**src/rtl/dma_burst_gen.sv**
```systemverilog
// DMA burst generator: splits a {addr, bytes} descriptor into AXI INCR burst
// requests bounded by MAX_BEATS and BOUNDARY, with partial head/tail strobes.
module dma_burst_gen #(
    parameter int ADDR_W          = 32,
    parameter int DATA_W          = 512,
    parameter int LEN_W           = 32,
    parameter int MAX_BEATS       = 256,
    parameter int BOUNDARY        = 4096,
    parameter int MAX_OUTSTANDING = 4
) (
    input  logic                clk,
    input  logic                rst,
    input  logic                desc_valid_i,
    output logic                desc_ready_o,
    input  logic [ADDR_W-1:0]   desc_addr_i,
    input  logic [LEN_W-1:0]    desc_bytes_i,
    input  logic                abort_i,
    output logic                req_valid_o,
    input  logic                req_ready_i,
    output logic [ADDR_W-1:0]   req_addr_o,
    output logic [7:0]          req_len_o,
    output logic [2:0]          req_size_o,
    output logic [DATA_W/8-1:0] req_first_strb_o,
    output logic [DATA_W/8-1:0] req_last_strb_o,
    output logic                req_last_o,
    input  logic                txn_done_i,
    output logic                busy_o,
    output logic                done_o,
    output logic                aborted_o
);

    localparam int BPB       = DATA_W / 8;
    localparam int SIZE      = $clog2(BPB);
    localparam int LW        = LEN_W + 1;
    localparam int CNT_W     = $clog2(MAX_OUTSTANDING + 1);
    localparam int BND_BEATS = BOUNDARY / BPB;
    localparam logic [CNT_W-1:0] MAX_OUT = CNT_W'(MAX_OUTSTANDING);

    typedef enum logic [1:0] {
        ST_IDLE,
        ST_SPLIT,
        ST_DRAIN
    } state_e;

    state_e            state_q;
    logic              desc_ready_q;
    logic [ADDR_W-1:0] cur_addr_q;
    logic [LW-1:0]     rem_q;
    logic [CNT_W-1:0]  cnt_q;
    logic              abort_seen_q;
    logic              req_valid_q;
    logic [ADDR_W-1:0] req_addr_q;
    logic [7:0]        req_len_q;
    logic [BPB-1:0]    req_first_strb_q;
    logic [BPB-1:0]    req_last_strb_q;
    logic              req_last_q;
    logic              done_q;
    logic              aborted_q;

    logic [SIZE-1:0]   off_lo;
    logic [SIZE-1:0]   end_lo;
    logic [LW-1:0]     off_w;
    logic [LW-1:0]     beats_rem;
    logic [LW-1:0]     beats_bnd;
    logic [LW-1:0]     n_beats;
    logic [LW-1:0]     n_bytes;
    logic [LW-1:0]     head_room;
    logic [LW-1:0]     consumed;
    logic [ADDR_W-1:0] abase;
    logic [ADDR_W-1:0] bnd_off;
    logic [BPB-1:0]    first_mask;
    logic [BPB-1:0]    last_mask;

    logic [ADDR_W-1:0] cur_addr_d;
    logic [LW-1:0]     rem_d;
    logic [7:0]        req_len_d;
    logic [BPB-1:0]    req_first_strb_d;
    logic [BPB-1:0]    req_last_strb_d;
    logic              req_last_d;
    logic [CNT_W-1:0]  cnt_d;

    logic              req_hs;
    logic              txn_dec;

    // Next burst, derived from the current address and the bytes still to cover.
    // NOTE: every variable gets a value before any condition, so no latch is inferred.
    always_comb begin
        off_lo    = cur_addr_q[SIZE-1:0];
        off_w     = LW'(off_lo);
        abase     = {cur_addr_q[ADDR_W-1:SIZE], {SIZE{1'b0}}};
        bnd_off   = (abase & ADDR_W'(BOUNDARY - 1)) >> SIZE;
        beats_rem = (off_w + rem_q + LW'(BPB - 1)) >> SIZE;
        beats_bnd = LW'(BND_BEATS) - LW'(bnd_off);

        n_beats = LW'(MAX_BEATS);
        if (beats_rem < n_beats) n_beats = beats_rem;
        if (beats_bnd < n_beats) n_beats = beats_bnd;

        n_bytes   = n_beats << SIZE;
        head_room = n_bytes - off_w;
        consumed  = (head_room < rem_q) ? head_room : rem_q;

        // Whole beats in the middle do not change the tail position within a beat.
        end_lo     = SIZE'(off_w + consumed);
        first_mask = {BPB{1'b1}} << off_lo;
        last_mask  = (end_lo == '0) ? {BPB{1'b1}} : ~({BPB{1'b1}} << end_lo);

        req_len_d        = 8'(n_beats - LW'(1));
        req_first_strb_d = (n_beats == LW'(1)) ? (first_mask & last_mask) : first_mask;
        req_last_strb_d  = (n_beats == LW'(1)) ? (first_mask & last_mask) : last_mask;
        req_last_d       = (rem_q == consumed);
        cur_addr_d       = abase + ADDR_W'(n_bytes);
        rem_d            = rem_q - consumed;
    end

    assign req_hs  = req_valid_q && req_ready_i;
    assign txn_dec = txn_done_i && (cnt_q != '0);

    always_comb begin
        cnt_d = cnt_q;
        if (req_hs && !txn_dec) begin
            cnt_d = cnt_q + CNT_W'(1);
        end else if (!req_hs && txn_dec) begin
            cnt_d = cnt_q - CNT_W'(1);
        end
    end

    // NOTE: state is updated with non-blocking assignments so every register
    // samples the pre-edge values of the others.
    always_ff @(posedge clk or posedge rst) begin
        if (rst) begin
            state_q          <= ST_IDLE;
            desc_ready_q     <= 1'b0;
            cur_addr_q       <= '0;
            rem_q            <= '0;
            cnt_q            <= '0;
            abort_seen_q     <= 1'b0;
            req_valid_q      <= 1'b0;
            req_addr_q       <= '0;
            req_len_q        <= '0;
            req_first_strb_q <= '0;
            req_last_strb_q  <= '0;
            req_last_q       <= 1'b0;
            done_q           <= 1'b0;
            aborted_q        <= 1'b0;
        end else begin
            cnt_q     <= cnt_d;
            done_q    <= 1'b0;
            aborted_q <= 1'b0;
            case (state_q)
                ST_IDLE: begin
                    desc_ready_q <= 1'b1;
                    if (desc_valid_i && desc_ready_q) begin
                        desc_ready_q <= 1'b0;
                        cur_addr_q   <= desc_addr_i;
                        rem_q        <= {1'b0, desc_bytes_i};
                        abort_seen_q <= 1'b0;
                        state_q      <= (desc_bytes_i == '0) ? ST_DRAIN : ST_SPLIT;
                    end
                end
                ST_SPLIT: begin
                    if (req_valid_q) begin
                        // A presented request must finish its handshake even under abort.
                        if (req_ready_i) begin
                            req_valid_q <= 1'b0;
                            if (req_last_q || abort_i || abort_seen_q) begin
                                state_q      <= ST_DRAIN;
                                abort_seen_q <= !req_last_q;
                            end
                        end else if (abort_i) begin
                            abort_seen_q <= 1'b1;
                        end
                    end else if (abort_i) begin
                        state_q      <= ST_DRAIN;
                        abort_seen_q <= 1'b1;
                    end else if (cnt_q < MAX_OUT) begin
                        req_valid_q      <= 1'b1;
                        req_addr_q       <= {cur_addr_q[ADDR_W-1:SIZE], {SIZE{1'b0}}};
                        req_len_q        <= req_len_d;
                        req_first_strb_q <= req_first_strb_d;
                        req_last_strb_q  <= req_last_strb_d;
                        req_last_q       <= req_last_d;
                        cur_addr_q       <= cur_addr_d;
                        rem_q            <= rem_d;
                    end
                end
                ST_DRAIN: begin
                    if (cnt_q == '0) begin
                        state_q      <= ST_IDLE;
                        desc_ready_q <= 1'b1;
                        done_q       <= 1'b1;
                        aborted_q    <= abort_seen_q;
                    end
                end
                default: state_q <= ST_IDLE;
            endcase
        end
    end

    assign desc_ready_o     = desc_ready_q;
    assign req_valid_o      = req_valid_q;
    assign req_addr_o       = req_addr_q;
    assign req_len_o        = req_len_q;
    assign req_size_o       = 3'(SIZE);
    assign req_first_strb_o = req_first_strb_q;
    assign req_last_strb_o  = req_last_strb_q;
    assign req_last_o       = req_last_q;
    assign busy_o           = (state_q != ST_IDLE);
    assign done_o           = done_q;
    assign aborted_o        = aborted_q;

endmodule

```
**config.mk**
```make
export PLATFORM = sky130hd
export DESIGN_NAME = dma_burst_gen
export DESIGN_NICKNAME = d
export VERILOG_FILES = /design/src/rtl/dma_burst_gen.sv
export SDC_FILE = /design/constraint.sdc
export NUM_CORES = 1
export LEC_CHECK = 0
export CORE_ASPECT_RATIO = 0.75
export CORE_MARGIN = 5
export CORE_UTILIZATION = 56
export DETAILED_ROUTE_END_ITERATION = 8
export GPL_TIMING_DRIVEN = 0
export PLACE_DENSITY_LB_ADDON = 0.05
export SYNTH_ARGS = -nofsm -noshare
export SYNTH_HDL_FRONTEND = slang
export SYNTH_SLANG_ARGS = --single-unit
```
**constraint.sdc**
```tcl
create_clock -name clk -period 15 [get_ports clk]
set_input_delay 3 -clock clk [delete_from_list [all_inputs] [get_ports clk]]
set_output_delay 3 -clock clk [all_outputs]
set_load 0.01 [all_outputs]
```
Word-level counts from Yosys, hierarchy flattened
Index checks and enable logic that the tools add are counted.

Flip-flop bits (word level): 238. Input port bits: 70. Output and inout bits: 177. Word-level logic and storage cells: 114.

Add/sub/neg operators: 10. Order comparisons: 4. Eq/ne operators: 13. Shift operators: 2. Multiplexer cells: 43. Bitwise operators: 4. Reductions and logical operators: 24.

Operators by type and width (count): $mux W33 (6); $mux W64 (3); $mux W32 (4); $shl A64 B6 Y64 const A (2); $pmux W33 S2 (1); $and A64 B64 Y64 (1); $not A64 Y64 (1); $pmux W32 S2 (1); $add A33 B6 Y33 const B (1); $add A6 B33 Y33 (1); $eq A33 B1 Y1 const B (1); $eq A33 B33 Y1 (1); $lt A33 B27 Y1 (1); $lt A33 B33 Y1 (1); $sub A33 B33 Y33 (1); $sub A33 B6 Y33 (1); $add A32 B32 Y32 (1); $logic_not A32 Y1 (1); $lt A27 B9 Y1 const B (1); $mux W27 (1); $mux W1 (15); $mux W2 (7); $ne A2 B2 Y1 const B (5); $reduce_and A5 Y1 (2); 25 further kinds (40).

Logic depth before layout (Yosys ltp)
Depth in word-level cells: 15. Depth in mapped cells: 54.

Worst setup path before layout
Ideal clock, no wire load.

Path kind: register -> register. From: register cur_addr_q[1]. To: register req_last_strb_q[3] (netlist: req_last_strb_o[3]). Arrival time: 10.758 ns. Setup slack: 4.120 ns. Stages on the path, launching flop included: 54. Path buffers: 7. Period minus slack after synthesis: 10.880 ns. Cell sequence: dfrtp_1 -> clkbuf_1 -> inv_1 -> ha_1 -> inv_1 -> ha_1 -> nand2b_1 -> o21ai_2 -> a311o_2 -> nand3_1 -> or4_1 -> a2111oi_4 -> and2_1 -> buf_2 -> nand2_1 -> ha_1 -> a21o_1 -> a21oi_1 -> (+18 left out) -> nand2_1 -> a21oi_1 -> clkbuf_1 -> nand2_1 -> o21ai_0 -> ha_1 -> a21o_1 -> a21oi_1 -> nor4b_1 -> or3_1 -> a31o_2 -> nor4_2 -> nand2_1 -> or3_1 -> clkbuf_1 -> clkbuf_1 -> o221ai_1 -> nand2_1.

Cells in the longest elaborated chain, start to end: 15. Elaborated cells on any way between the ends: 18.

RTL lines: start, declared (line 47) `logic [ADDR_W-1:0] cur_addr_q;`; start signal, assigned (line 155) `cur_addr_q <= desc_addr_i;`; start signal, assigned (line 183) `cur_addr_q <= cur_addr_d;`; $add A6 B33 Y33 (line 92) `beats_rem = (off_w + rem_q + LW'(BPB - 1)) >> SIZE;`; $add A33 B6 Y33 (line 92); $lt A27 B9 Y1 (line 96) `if (beats_rem < n_beats) n_beats = beats_rem;`; $mux W27 (line 96); $lt A33 B27 Y1 (line 97) `if (beats_bnd < n_beats) n_beats = beats_bnd;`; $mux W33 (line 97); $sub A33 B6 Y33 (line 100) `head_room = n_bytes - off_w;`; $lt A33 B33 Y1 (line 101) `consumed = (head_room < rem_q) ? head_room : rem_q;`; $mux W33 (line 101); $add A6 B6 Y6 (line 104) `end_lo = SIZE'(off_w + consumed);`; $shl A64 B6 Y64 (line 106) `last_mask = (end_lo == '0) ? {BPB{1'b1}} : ~({BPB{1'b1}} << end_lo);`; $not A64 Y64 (line 106); $mux W64 (line 106); $and A64 B64 Y64 (line 110) `req_last_strb_d = (n_beats == LW'(1)) ? (first_mask & last_mask) : last_mask;`; $mux W64 * (line 110); end signal, assigned (line 181) `req_last_strb_q <= req_last_strb_d;`; end, declared (line 55) `logic [BPB-1:0] req_last_strb_q;`.

Every way passes the cells marked *; elsewhere a longest branch is shown, timed or not. A chain may end at the register's enable or synchronous reset.

Worst setup path after layout
From: register cur_addr_q[4]. To: register rem_q[32].

Cells in the longest elaborated chain, start to end: 14.

RTL lines: $add A6 B33 Y33 (line 92); $add A33 B6 Y33 (line 92); $lt A27 B9 Y1 (line 96); $mux W27 (line 96); $lt A33 B27 Y1 (line 97); $mux W33 (line 97); $sub A33 B6 Y33 * (line 100); $lt A33 B33 Y1 (line 101); $mux W33 * (line 101); $sub A33 B33 Y33 * (line 113) `rem_d = rem_q - consumed;`; $mux W33 * (line 176) `end else if (cnt_q < MAX_OUT) begin`; $mux W33 * (line 173) `end else if (abort_i) begin`; $mux W33 * (line 162) `if (req_valid_q) begin`; $pmux W33 S2 * (line 150) `case (state_q)`; end signal, assigned (line 156) `rem_q <= {1'b0, desc_bytes_i};`; end signal, assigned (line 184) `rem_q <= rem_d;`; end, declared (line 48) `logic [LW-1:0] rem_q;`.

Every way passes the cells marked *; elsewhere a longest branch is shown, timed or not. The select of a mux whose other input is x is not followed.

==> results.sh <==
export IMPL_period_minus_slack_ps=14400
export IMPL_boundaryPins=247
export IMPL_synth_top_family_by_area="compound AO/OA/AOI/OAI gates"
export IMPL_gp_congestion=1.05
export IMPL_hold_end="req_last_strb_o[7]"
export IMPL_slowest_delay_ps=590
export IMPL_period_share_pct=96.0
export IMPL_max_freq_mhz=69.4
export IMPL_timing_rr_end="rem_q[32]"
export IMPL_gr_total_overflow=0
export IMPL_status="finished clean"
export IMPL_port_buffers=237
export IMPL_route_vias_total=19100
export IMPL_postSynthAreaPerCell_sq_um=7.88
export IMPL_r2r_start="cur_addr_q[4]"
export IMPL_insertion_delay_ps=560
export IMPL_hold_viol=0
export IMPL_die_x_microns=210
export IMPL_nFillCells=2360
export IMPL_place_inst=2799
export IMPL_synth_area_sq_mm=0.0168
export IMPL_antenna_found_initial=0
export IMPL_fp_row_count=55
export IMPL_yosys_warnings=0
export IMPL_synthFlopType="dfrtp_1"
export IMPL_detail_route_first_pass_iterations=7
export IMPL_area_growth_pct=22.9
export IMPL_place_hpwl_microns=56100
export IMPL_hp_class="flip-flop to flip-flop"
export IMPL_viasPerCell=6.72
export IMPL_synth_distinct_cells=81
export IMPL_min_path_cells=2
export IMPL_wl_per_cell_microns=26.0
export IMPL_grt_max_degree=115
export IMPL_clk_path_buf_depth=3
export IMPL_critPathCaptureType="flip-flop"
export IMPL_tritoncts="yes"
export IMPL_wl_microns=73800
export IMPL_r2r_slack_ps=600
export IMPL_critPathArrivalTime_ps=14900
export IMPL_postCtsSetupBuffers=0
export IMPL_drive_gt1_share_pct=4.42
export IMPL_postSynthCellCount=2136
export IMPL_core_sq_mm=0.0299
export IMPL_drv_slew=0
export IMPL_clock_sinks=238
export IMPL_yosys_area_share_xor_xnor_pct=4.11
export IMPL_hold_start="req_last_strb_o[7]"
export IMPL_synth_compound_area_share_pct=22.8
export IMPL_worst_setup_path_start_kind="flip-flop"
export IMPL_fp_dieH_microns=160
export IMPL_yosys_area_share_simple_pct=22.1
export IMPL_async_flop_share_pct=100
export IMPL_cts_root_buf="clkbuf_16"
export IMPL_cts_buffers=24
export IMPL_worst_pin_slew_ps=1200
export IMPL_synth_edf_count=0
export IMPL_cap_violations=0
export IMPL_die_area_sq_mm=0.0337
export IMPL_yosysSeqAreaShare_pct=35.4
export IMPL_fin_nets=2619
export IMPL_synth_seq_cells=238
export IMPL_num_antenna_cells=0
export IMPL_path_max_fanout=13
export IMPL_crit_type="flip-flop to flip-flop"
export IMPL_initial_utilization_pct=56.2
export IMPL_h_tree_depth=1
export IMPL_crit_slowest_cell="or4_1"
export IMPL_relSlewSlack_pct=19.0
export IMPL_stdcell_count=2840
export IMPL_clock_skew_ps=24.0
export IMPL_path_clk_slew_ps=70
export IMPL_ant_nets=0
export IMPL_synth_mux_area_share_pct=1.20
export IMPL_setup_viol=0
export IMPL_initialDrtViolationCount=2795
export IMPL_ff2ff_path_depth=52
export IMPL_critical_path_required_ps=15500
export IMPL_grt_usage_pct=42.2
export IMPL_remaining_drc_errors=0
export IMPL_grt_pass1_wl_microns=111000
export IMPL_grt_pass1_vias=18400
export IMPL_yosys_area_share_adder_pct=9.32
==> placed cells by master (no fill, tap or decap), types with 9 or more instances in the layout <==
cell,n
nand2_1,393
dfrtp_1,238
clkdlybuf4s50_1,237
o21ai_0,192
a21oi_1,192
nor2_1,169
ha_1,119
clkbuf_1,105
inv_1,76
nand3_1,65
xnor2_1,57
nor3_1,54
a21o_1,38
a211oi_1,29
a31oi_1,28
o22ai_1,28
conb_1,27
clkbuf_16,24
o31ai_1,23
nand4_1,21
xor2_1,21
and3_1,19
o211ai_1,19
nand2b_1,15
nor4_1,15
and2_1,14
nor2b_1,13
mux2i_1,11
or3_1,11
o21ba_2,11
buf_2,10
and4b_1,10
o21bai_1,9
buf_4,9
==> registers in the layout, summed over array words and instances, names as in the netlist <==
signal / cells
desc_ready_o: 1
cnt_q: 3
req_first_strb_o: 64
cur_addr_q: 32
req_valid_o: 1
abort_seen_q: 1
req_len_o: 8
aborted_o: 1
state_q: 2
rem_q: 33
done_o: 1
req_last_strb_o: 64
req_addr_o: 26
req_last_o: 1
==> worst max-delay path by stage <==
stage,depth (start not counted),start,end,slack (ps)
after global routing,50,cur_addr_q[4],req_last_strb_o[34],-4
after floorplan,53,cur_addr_q[1],req_last_strb_o[3],4120
after global placement,51,cur_addr_q[4],req_first_strb_o[32],410
final,52,cur_addr_q[4],rem_q[32],600
after detailed placement,51,cur_addr_q[4],req_first_strb_o[32],140
after CTS,51,cur_addr_q[4],req_first_strb_o[32],20
==> synthesized netlist by cell type (29+ instances only) <==
cell type	count	area share, %
a211oi_1	29	1.3
a21o_1	38	1.7
a21oi_1	193	5.7
clkbuf_1	106	2.4
dfrtp_1	238	35
ha_1	119	8.8
inv_1	77	1.7
nand2_1	393	8.8
nand3_1	65	1.9
nor2_1	170	3.8
nor3_1	54	1.6
o21ai_0	192	5.7
xnor2_1	57	3.0
==> cell families (layout without fill, tap and decap cells) <==
| family | Yosys count | after routing |
|---|---|---|
| and+or+nand+nor | 830 | 830 |
| AOI/OAI and AO/OA | 633 | 633 |
| DFF | 238 | 238 |
| buffers and inverters | 213 | 493 |
| adders and majority gates | 123 | 123 |
| xor gates and xnor gates | 79 | 79 |
| muxes | 18 | 18 |
| other | 2 | 27 |
==> worst max-delay path, delay by kind of cell, from the launching register on <==
kind	cells	cell delay, ps
buffers and inverters	7	1880
and+or+nand+nor	17	3140
muxes	2	1000
AOI/OAI and AO/OA	19	5540
DFF	1	470
adders and majority gates	7	2260
==> repair_timing <==
item / in CTS / in global routing
endpoints found under the setup margin: 0 / 137
hold buffers: 0 / 0
resized for setup: 0 / 18
==> layout make-up <==
cell class	count	area [sq um]	share of cell area [%]
Sequential cell	238	5960	28.8
Buffer	132	557	2.69
Multi-Input combinational cell	1710	10200	49.1
Tap cell	399	499	2.41
Inverter	81	312	1.51
Clock buffer	34	698	3.37
Timing Repair Buffer	239	2430	11.7
Clock inverter	7	81.3	0.393
==> layer usage <==
metal,routed length (microns),share of wire [%],track usage [%]
met1,29800,40,60.6
met3,11400,15,15.1
met2,30200,41,59.8
met5,0,0,0
met4,2430,3.3,12.7
==> through the flow <==
| step | setup WS (ps) | TNS [ps] | util (%) | area, sq um | hold slack (ps) |
|---|---|---|---|---|---|
| CTS | 17.7 | 0 | 69.0 | 20600 | 476 |
| global placement | 410 | 0 | 66.1 | 19800 | 450 |
| finish | 600 | 0 | 69.1 | 20700 | 470 |
| floorplan | 4120 | 0 | - | 16900 | 454 |
| global route | -3.79 | -3.79 | 69.1 | 20700 | 496 |
| detailed placement | 139 | 0 | 66.4 | 19900 | 460 |
Power is not shown: default switching activity piles up to over one toggle a cycle in this logic, so the estimate is an artifact.
